<file path="src/rtl/tosc_pkg.sv">
// Shared definitions for the oscillator test-pattern generator: default widths and FSM states.
package tosc_pkg;

  localparam int unsigned DefDivW = 16;
  localparam int unsigned DefCntW = 16;

  typedef enum logic [1:0] {
    StIdle,
    StHigh,
    StLow,
    StDone
  } tosc_state_e;

endpackage

</file>
<file path="src/rtl/tosc_pattern_gen_if.sv">
// Control/status bundle between board-level control (master) and the pattern generator (slave).
interface tosc_pattern_gen_if import tosc_pkg::*; #(
  parameter int unsigned DIV_W = DefDivW,
  parameter int unsigned CNT_W = DefCntW
) ();

  logic             start;
  logic [DIV_W-1:0] half_period;
  logic [CNT_W-1:0] num_periods;
  logic             tout;
  logic             gate;
  logic             busy;
  logic             done;
  logic [CNT_W-1:0] period_cnt;

  modport master (
    output start, half_period, num_periods,
    input  tout, gate, busy, done, period_cnt
  );

  modport slave (
    input  start, half_period, num_periods,
    output tout, gate, busy, done, period_cnt
  );

endinterface

</file>
<file path="src/rtl/tosc_phase_timer.sv">
// Loadable down-counter timing one tout phase; expire_o is high on the last cycle of the phase.
module tosc_phase_timer import tosc_pkg::*; #(
  parameter int unsigned DIV_W = DefDivW
) (
  input  logic             clk,
  input  logic             clr,
  input  logic             reload_i,
  input  logic [DIV_W-1:0] load_val_i,
  output logic             expire_o
);

  logic [DIV_W-1:0] count_q, count_d;

  // load_val_i is at least 1, so a phase of length H counts H-1 down to 0.
  always_comb begin
    count_d = count_q;
    if (reload_i) begin
      count_d = load_val_i - DIV_W'(1);
    end else if (count_q != '0) begin
      count_d = count_q - DIV_W'(1);
    end
  end

  always_ff @(posedge clk or negedge clr) begin
    if (!clr) begin
      count_q <= '0;
    end else begin
      count_q <= count_d;
    end
  end

  assign expire_o = (count_q == '0);

endmodule

</file>
<file path="src/rtl/tosc_pattern_gen.sv">
// Burst generator: emits exactly N square-wave periods of half-period H framed by a gate window.
module tosc_pattern_gen import tosc_pkg::*; #(
  parameter int unsigned DIV_W = DefDivW,
  parameter int unsigned CNT_W = DefCntW
) (
  input  logic                clk,
  input  logic                clr,
  tosc_pattern_gen_if.slave   bus
);

  tosc_state_e      state_q, state_d;
  logic             start_q;
  logic [DIV_W-1:0] h_q, h_d;
  logic [CNT_W-1:0] n_q, n_d;
  logic [CNT_W-1:0] period_cnt_q, period_cnt_d;
  logic             tout_q, tout_d;
  logic             busy_q, busy_d;
  logic             done_q, done_d;

  logic             start_edge;
  logic [DIV_W-1:0] hp_eff;
  logic             timer_reload;
  logic [DIV_W-1:0] timer_load;
  logic             timer_expire;

  assign start_edge = bus.start && !start_q;
  assign hp_eff     = (bus.half_period == '0) ? DIV_W'(1) : bus.half_period;
  // The first HIGH phase is loaded in the launch cycle, before h_q holds the new value.
  assign timer_load = (state_q == StIdle) ? hp_eff : h_q;

  tosc_phase_timer #(
    .DIV_W (DIV_W)
  ) u_phase_timer (
    .clk        (clk),
    .clr        (clr),
    .reload_i   (timer_reload),
    .load_val_i (timer_load),
    .expire_o   (timer_expire)
  );

  always_ff @(posedge clk or negedge clr) begin
    if (!clr) begin
      state_q      <= StIdle;
      start_q      <= 1'b0;
      h_q          <= DIV_W'(1);
      n_q          <= '0;
      period_cnt_q <= '0;
      tout_q       <= 1'b0;
      busy_q       <= 1'b0;
      done_q       <= 1'b0;
    end else begin
      state_q      <= state_d;
      start_q      <= bus.start;
      h_q          <= h_d;
      n_q          <= n_d;
      period_cnt_q <= period_cnt_d;
      tout_q       <= tout_d;
      busy_q       <= busy_d;
      done_q       <= done_d;
    end
  end

  always_comb begin
    state_d      = state_q;
    h_d          = h_q;
    n_d          = n_q;
    period_cnt_d = period_cnt_q;
    timer_reload = 1'b0;
    unique case (state_q)
      StIdle: begin
        if (start_edge) begin
          h_d          = hp_eff;
          n_d          = bus.num_periods;
          period_cnt_d = '0;
          if (bus.num_periods == '0) begin
            state_d = StDone;
          end else begin
            state_d      = StHigh;
            timer_reload = 1'b1;
          end
        end
      end
      StHigh: begin
        if (timer_expire) begin
          state_d      = StLow;
          timer_reload = 1'b1;
        end
      end
      StLow: begin
        if (timer_expire) begin
          period_cnt_d = period_cnt_q + CNT_W'(1);
          if (period_cnt_d == n_q) begin
            state_d = StDone;
          end else begin
            state_d      = StHigh;
            timer_reload = 1'b1;
          end
        end
      end
      StDone: begin
        state_d = StIdle;
      end
    endcase
  end

  // Outputs decode the next state so they are registered alongside it.
  always_comb begin
    tout_d = (state_d == StHigh);
    busy_d = (state_d == StHigh) || (state_d == StLow);
    done_d = (state_d == StDone);
  end

  assign bus.tout       = tout_q;
  assign bus.gate       = busy_q;
  assign bus.busy       = busy_q;
  assign bus.done       = done_q;
  assign bus.period_cnt = period_cnt_q;

endmodule

</file>
<file path="src/flat_wrapper.sv">
// flat-port wrapper written by rule: the top's interface ports become plain ports
module tosc_pattern_gen_flat import tosc_pkg::*;
#(
  parameter int unsigned DIV_W = DefDivW,
  parameter int unsigned CNT_W = DefCntW
)
  (clk, clr, bus_start, bus_half_period, bus_num_periods, bus_tout, bus_gate, bus_busy, bus_done, bus_period_cnt);
  tosc_pattern_gen_if #(.DIV_W(DIV_W), .CNT_W(CNT_W)) bus_i ();
  input  logic clk;
  input  logic clr;
  input wire logic [$bits(bus_i.start)-1:0] bus_start;
  input wire logic [$bits(bus_i.half_period)-1:0] bus_half_period;
  input wire logic [$bits(bus_i.num_periods)-1:0] bus_num_periods;
  output wire logic [$bits(bus_i.tout)-1:0] bus_tout;
  output wire logic [$bits(bus_i.gate)-1:0] bus_gate;
  output wire logic [$bits(bus_i.busy)-1:0] bus_busy;
  output wire logic [$bits(bus_i.done)-1:0] bus_done;
  output wire logic [$bits(bus_i.period_cnt)-1:0] bus_period_cnt;
  assign bus_i.start = bus_start;
  assign bus_i.half_period = bus_half_period;
  assign bus_i.num_periods = bus_num_periods;
  assign bus_tout = bus_i.tout;
  assign bus_gate = bus_i.gate;
  assign bus_busy = bus_i.busy;
  assign bus_done = bus_i.done;
  assign bus_period_cnt = bus_i.period_cnt;
  tosc_pattern_gen #(.DIV_W(DIV_W), .CNT_W(CNT_W)) u_core (.clk(clk), .clr(clr), .bus(bus_i));
endmodule
</file>
<file path="config.mk">
export PLATFORM = sky130hd
export DESIGN_NAME = tosc_pattern_gen_flat
export DESIGN_NICKNAME = d
export VERILOG_FILES = /design/src/rtl/tosc_pkg.sv /design/src/rtl/tosc_pattern_gen_if.sv /design/src/rtl/tosc_phase_timer.sv /design/src/rtl/tosc_pattern_gen.sv /design/src/flat_wrapper.sv
export SDC_FILE = /design/constraint.sdc
export NUM_CORES = 1
export LEC_CHECK = 0
export BUFFER_PORTS_ARGS = -buffer_cell sky130_fd_sc_hd__buf_2
export CORE_MARGIN = 2
export CORE_UTILIZATION = 45
export CTS_CLUSTER_DIAMETER = 80
export DETAILED_ROUTE_END_ITERATION = 10
export GPL_TIMING_DRIVEN = 0
export PLACE_DENSITY_LB_ADDON = 0.2
export SLEW_MARGIN = 20
export SYNTH_ARGS = -nofsm -noshare
export SYNTH_HDL_FRONTEND = slang
export SYNTH_SLANG_ARGS = --single-unit
</file>
<file path="constraint.sdc">
create_clock -name clk -period 4.45 [get_ports clk]
set_input_delay 0.89 -clock clk [delete_from_list [all_inputs] [get_ports clk]]
set_output_delay 0.89 -clock clk [all_outputs]
set_load 0.01 [all_outputs]
</file>
==> results of run 1 <==
[logic make-up after synthesis]
logic type | after synthesis | share of synthesized area, %
AOI/OAI and AO/OA | 121 | 17.5
adders and majority gates | 4 | 1.09
muxes | 18 | 4.30
and+or+nand+nor | 272 | 30.1
DFF | 70 | 38.1
buffers and inverters | 40 | 4.54
xor gates and xnor gates | 23 | 4.38
[flip-flops by register name (all words and copies together) (netlist names)]
| name | flops |
|---|---|
| u_core.bus.busy | 1 |
| u_core.bus.done | 1 |
| u_core.bus.period_cnt | 16 |
| u_core.bus.tout | 1 |
| u_core.h_q | 16 |
| u_core.n_q | 16 |
| u_core.start_q | 1 |
| u_core.state_q | 2 |
| u_core.u_phase_timer.count_q | 16 |
[power by group through the flow]
stage	clock network (mW)	registers, mW	logic [mW]
CTS	0.598	1.21	1.53
global route	0.628	1.25	1.71
detailed placement	0	1.22	1.52
finish	0.588	1.21	1.55
global placement	0	1.20	1.48
floorplan	0	1.18	1.10
[per-layer routing]
layer / part of all wire [%] / wire [µm] / GRT usage [%] / up-vias
met4: 2.4 / 314 / 8.48 / 0
li1: - / - / - / 2107
met3: 7.3 / 967 / 3.18 / 29
met1: 45 / 6000 / 35.6 / 2160
met2: 45 / 6020 / 39.0 / 196
met5: 0 / 0 / 0 / -
[cell usage after synthesis, types with 8 or more instances]
| cell | n |
|---|---|
| a211oi_1 | 8 |
| a21oi_1 | 21 |
| clkbuf_1 | 18 |
| dfrtp_1 | 69 |
| mux2_2 | 10 |
| nand2_1 | 131 |
| nand3_1 | 11 |
| nor2_1 | 45 |
| nor3_1 | 18 |
| nor4_1 | 10 |
| o21ai_0 | 35 |
| o31ai_1 | 9 |
| or4_1 | 8 |
| xnor2_1 | 13 |
| xor2_1 | 10 |
[critical path: stages]
cell      delay (ps)
buf_2            110
nor4_1           550
nand4_1          360
a221oi_4         580
a21oi_2          180
nand2_1          350
a211oi_1         100
a21oi_1          200
ha_1             280
o221ai_2         240
nor3_1           250
mux2_2           350
[per-stage QoR]
stage | instance area (µm²) | worst slack (ps)
finish | 5310 | 241
global route | 5310 | 1.60
CTS | 5290 | 90.6
floorplan | 4600 | 706
detailed placement | 5060 | -519
global placement | 5040 | -519
[layout by cell type (no fill, tap or decap), types with 3 or more instances in the layout]
cell type  synthesis  layout
nor3b_1            5       5
nand4_1            7       7
buf_6              4       4
or4_1              8       8
mux2_2            10      10
or3_1              5       5
xor2_1            10      10
nand3_1           11      11
o211ai_1           3       3
a31oi_1            5       5
mux2i_1            7       7
a21oi_1           21      19
and3_1             3       3
nor2_1            45      45
nor4_4             3       3
a21boi_1           3       3
a21o_1             3       3
nor4_2             3       4
inv_1              6       6
o31ai_1            9       9
clkbuf_8           0       9
a211oi_1           8       8
o22ai_1            5       5
clkbuf_1          18      16
o21ai_0           35      35
nand2_1          131     131
nor2b_1            5       5
buf_4              6       8
ha_1               4       3
nor3_1            18      18
xnor2_1           13      13
buf_2              5      58
nor4_1            10       9
dfrtp_1           69      69
o22a_1             3       3
[cell type report]
class | instances | area, µm²
Fill cell | 930 | 4550
Multi-Input combinational cell | 438 | 2670
Sequential cell | 70 | 1750
Timing Repair Buffer | 56 | 300
Buffer | 32 | 179
Tap cell | 133 | 166
Clock buffer | 9 | 124
Clock inverter | 7 | 97.6
Inverter | 6 | 22.5
[worst paths after layout]
check | start | to | cells after the start
hold reg to reg | u_core.h_q[5] | u_core.h_q[5] | 2
setup reg to reg | u_core.bus.period_cnt[1] | u_core.u_phase_timer.count_q[12] | 15
hold / removal | clr | u_core.bus.period_cnt[14] | 1
setup / recovery | bus_num_periods[9] | u_core.u_phase_timer.count_q[12] | 12
max in group asynchronous | clr | u_core.h_q[0] | 2
min in group clk | u_core.h_q[5] | u_core.h_q[5] | 2
[repair_timing]
item                                   in CTS  in global routing
resized for setup                           1                  5
setup buffers                               0                  1
endpoints found under the hold margin       0                  0
pin swaps                                   0                  1
setup endpoints to repair                   2                  5
==> metrics.yaml, run 1 <==
grt:
  grt_pass1_wl_um: 21900
  antenna_found_initial: 0
  grt_max_degree: 43
  grt_usage_pct: 24.9
  grt.overflow.total: 0
  grt_pass1_vias: 4254
synth:
  synth_async_sr_flop_share_pct: 100
  synth.cell_area_mm2: 0.00460
  syn_area_per_cell_um2: 8.40
  ys_warn_count: 0
  synth_edf_count: 0
  synth_top_area_share_pct: 37.5
  ys_seq_area_share_pct: 38.1
  syn_nets: 587
  yosysUniqueCellTypes: 75
  synth_area_leader_cell: "dfrtp_1"
  yosys_most_used_dff: "dfrtp_1"
  ys_ff_latch: 70
  synthCells: 548
  netlist_top_cells_area: "dfrtp_1, nand2_1, o21ai_0"
sta:
  finalSetupViolations: 0
  whs_ps: 447
  tightestPinTransition_ps: 838
  hold_viol: 0
  rsz0062_at_grt: "false"
  finalSetupTns_ps: 0
  fin_crit_sh_pct: 94.6
  relSlewSlack_pct: 44.0
  finalCriticalPeriod_ps: 4210
  skew_ps: 12.6
  drv_slew: 0
  fmax_mhz: 238
routing:
  vias: 4492
  wl_per_cell_um: 17.7
  antenna_left: 0
  viasPerCell: 5.98
  drt_wl_total_um: 13300
  route.detailed.drc: 0
  first_iter_violations: 398
  dr.pass1.iters: 5
setup_path:
  r2r_slack_ps: 250
  crit_required_ps: 4690
  crit_type: "primary input to flip-flop"
  worstPathArrival_ps: 4450
  crit_path_start_kind: "primary input"
  worstPathMaxFanout: 11
  cp-end-kind: "flip-flop"
final_layout:
  diodes: 0
  area_growth_pct: 15.4
  final_nets: 652
  drive_gt1_share_pct: 19.9
  stdcell_count: 751
  fin_util_pct: 53.8
power:
  powerDensity_mw_per_mm2: 630
  switching_share_pct: 43.4
  p_leak_nw: 2.30
  power_frac_seq_pct: 36.2
  total_power_mw: 3.35
  cell_internal_pwr_mw: 1.89
  pwr-share-comb_pct: 46.2
  clkPwrFrac_pct: 17.6
  p_sw_mw: 1.45
  ir_drop_uv: 347
clocking:
  clk_latency_ps: 360
  hold_buffers: 0
  clkTransAtPathRegs_ps: 90
  cts_tree: "built"
  htreeDepth: 3
  cts_buffers: 9
  cts_sinks: 70
  cts-root-buf: "clkbuf_8"
  cts.path.max_buffers: 2
die:
  die_x_um: 105
  core_area_mm2: 0.00986
  fp.dieArea_mm2: 0.0111
  ios: 55
  placementRows: 36
  initial_core_util_pct: 46.7
  die_h_um: 105
outcome:
  status: "finished, final reports clean"
place:
  gp_congestion: 0.911
  dp.cells: 736
  port_buffers: 54
  hpwl_um: 9930
hold_path:
  min_path_type: "primary input to asynchronous set/reset pin"
job:
  maxCapViolCount: 0
Note: power is estimated with default switching activity, not from simulation.
==> run 2, diff against run 1 <==
--- a/config.mk
+++ b/config.mk
@@ -6,12 +6,14 @@
 export NUM_CORES = 1
 export LEC_CHECK = 0
 export BUFFER_PORTS_ARGS = -buffer_cell sky130_fd_sc_hd__buf_2
-export CORE_MARGIN = 2
+export CORE_MARGIN = 3
 export CORE_UTILIZATION = 45
 export CTS_CLUSTER_DIAMETER = 80
 export DETAILED_ROUTE_END_ITERATION = 10
+export GPL_ROUTABILITY_DRIVEN = 0
 export GPL_TIMING_DRIVEN = 0
 export PLACE_DENSITY_LB_ADDON = 0.2
+export RECOVER_POWER = 100
 export SLEW_MARGIN = 20
 export SYNTH_ARGS = -nofsm -noshare
 export SYNTH_HDL_FRONTEND = slang
==> metrics.yaml, run 2 (same netlist as run 1, synthesis figures left out) <==
outcome:
  status: "complete, but fails checks"  # was finished, final reports clean
  violations: "max-capacitance violations, max-slew violations"
setup_path:
  startpoint: "bus_num_periods[13]"  # was bus_num_periods[9]
  crit_path_start_kind: "primary input"  # unchanged
  slowest_delay_ps: 540  # was 580 ps
  crit_type: "primary input to flip-flop"  # unchanged
  cp-end-kind: "flip-flop"  # unchanged
  path_cells: "buf_2 > nor4_1 > nand4_1 > a21oi_2 > nand4_1 > buf_2 > nand2_1 > nor3b_1 > a221oi_1 > ha_1 > o221ai_2 > nor3_1 > mux2_2"  # was buf_2 > nor4_1 > nand4_1 > a221oi_4 > a21oi_2 > nand2_1 > a211oi_1 > a21oi_1 > ha_1 > o221ai_2 > nor3_1 > mux2_2
  cpMaxStageDelayCell: "nor4_1"  # was a221oi_4
  worstPathArrival_ps: 4440  # was 4450 ps
  crit_required_ps: 4710  # was 4690 ps
  r2r_start: "u_core.bus.period_cnt[1]"  # unchanged
  worstPathMaxFanout: 10  # was 11
grt:
  antenna_found_initial: 0  # unchanged
  grt_usage_pct: 24.5  # was 24.9%
  grt.overflow.total: 0  # unchanged
  grt_pass1_wl_um: 21900  # about the same
  grt_pass1_vias: 4244  # was 4254
  grt_max_degree: 44  # was 43
final_layout:
  multiInputGateArea_mm2: 0.00267  # about the same
  final_common_cell: "nand2_1"  # unchanged
  final_nets: 651  # was 652
  drive_gt1_share_pct: 15.4  # was 19.9%
  ff_latch_area_mm2: 0.00175  # unchanged
  diodes: 0  # unchanged
  fill_cells: 958  # was 930
  final_cell_mix: "nand2_1, dfrtp_1, nor2_1"  # was nand2_1, dfrtp_1, buf_2
  area_growth_pct: 13.9  # was 15.4%
clocking:
  cts.path.max_buffers: 2  # unchanged
  cts_tree: "built"  # unchanged
  clkTransAtPathRegs_ps: 80  # was 90 ps
  hold_buffers: 0  # unchanged
  cts_buffers: 9  # unchanged
  htreeDepth: 3  # unchanged
  cts_sinks: 70  # unchanged
  clk_latency_ps: 370  # was 360 ps
  cts-root-buf: "clkbuf_8"  # unchanged
  postCtsSetupBuffers: 0  # unchanged
die:
  core_area_mm2: 0.00986  # unchanged
  die_x_um: 107  # was 105 µm
  ios: 55  # unchanged
  placementRows: 36  # unchanged
  initial_core_util_pct: 46.7  # unchanged
  fp.dieArea_mm2: 0.0115  # was 0.0111 mm²
  die_h_um: 107  # was 105 µm
routing:
  route.detailed.drc: 0  # unchanged
  first_iter_violations: 275  # was 398
  viasPerCell: 5.93  # was 5.98
  wl_per_cell_um: 17.8  # was 17.7 µm
  dr.pass1.iters: 5  # unchanged
  drt_wl_total_um: 13300  # about the same
  antenna_left: 0  # unchanged
  vias: 4441  # was 4492
sta:
  rsz0062_at_grt: "false"  # unchanged
  finalSetupViolations: 0  # unchanged
  hold_viol: 0  # unchanged
  fin_ws_ps: 269  # was 241 ps
  fmax_mhz: 239  # was 238 MHz
  skew_ps: 14.4  # was 12.6 ps
  tightestPinTransition_ps: 2020  # was 838 ps
  finalCriticalPeriod_ps: 4180  # was 4210 ps
  fin_crit_sh_pct: 94.0  # was 94.6%
  drv_slew: 73  # was 0
  relSlewSlack_pct: -34.9  # was 44.0%
power:
  p_leak_nw: 2.21  # was 2.30 nW
  powerDensity_mw_per_mm2: 624  # was 630 mW/mm²
  total_power_mw: 3.27  # was 3.35 mW
  ir_drop_uv: 337  # was 347 µV
place:
  port_buffers: 54  # unchanged
  dp_slack_ps: -538  # was -519 ps
  hpwl_um: 9970  # was 9930 µm
hold_path:
  hp-start: "u_core.h_q[14]"
  min_path_type: "flip-flop to flip-flop"  # was primary input to asynchronous set/reset pin
job:
  maxCapViolCount: 2  # was 0
## run 2: changes by cell type in the layout (fill, tap and decap cells not counted), sizes merged
cell          change
buf              -25
clkbuf           +24
bufinv            -1
dlymetal6s4s      +1
clkinv            -1
## run 2: layout make-up
cell class	count	area share, %
Tap cell	133	3.17
Clock inverter	5	1.12
Buffer	32	3.41
Clock buffer	10	2.62
Inverter	6	0.429
Sequential cell	70	33.4
Multi-Input combinational cell	438	51.0
Timing Repair Buffer	55	4.84
## run 2: path summary, 6_finish.rpt
kind	endpoint	slack, ps	cells after the start
max	u_core.u_phase_timer.count_q[12]	270	13
min	u_core.h_q[14]	480	2
max reg2reg	u_core.u_phase_timer.count_q[12]	280	14
min reg2reg	u_core.h_q[14]	480	2
max in group asynchronous	u_core.h_q[12]	860	2
min in group asynchronous	u_core.bus.period_cnt[14]	890	1
## run 2: power breakdown
group | internal, mW | switching [mW]
Combinational | 0.622 | 0.900
Clock | 0.272 | 0.262
Sequential | 0.927 | 0.288
Total | 1.82 | 1.45
## run 2: what timing repair did
action,4_1_cts,5_1_grt
cloned,0,0
gates resized for setup,1,6
setup endpoints to repair,2,4
## run 2: worst max-delay path, delay by kind of cell
family                     cells  cell delay [ps]
muxes                          1              360
buffers and inverters          2              350
AOI/OAI and AO/OA              3              820
adders and majority gates      1              320
and+or+nand+nor                6             1710
## run 2: layer usage
metal  routed length [µm]  global-route usage, %  up-vias
met5                    0                      0        -
met4                  274                   8.86        0
met3                  855                   5.24       21
met2                 6150                   38.7      160
met1                 6050                   33.0     2163
li1                     -                      -     2097
## run 2: stage by stage
stage | utilization (%) | std cells | hold slack [ps] | area [µm²] | setup TNS, ps
2_1_floorplan | - | 548 | 442 | 4600 | 0
3_3_place_gp | 51.1 | 735 | 459 | 5040 | -1670
3_5_place_dp | 51.4 | 736 | 462 | 5070 | -1770
4_1_cts | 53.4 | 750 | 448 | 5270 | 0
5_1_grt | 53.2 | 749 | 517 | 5240 | 0
6_report | 53.2 | 749 | 476 | 5240 | 0
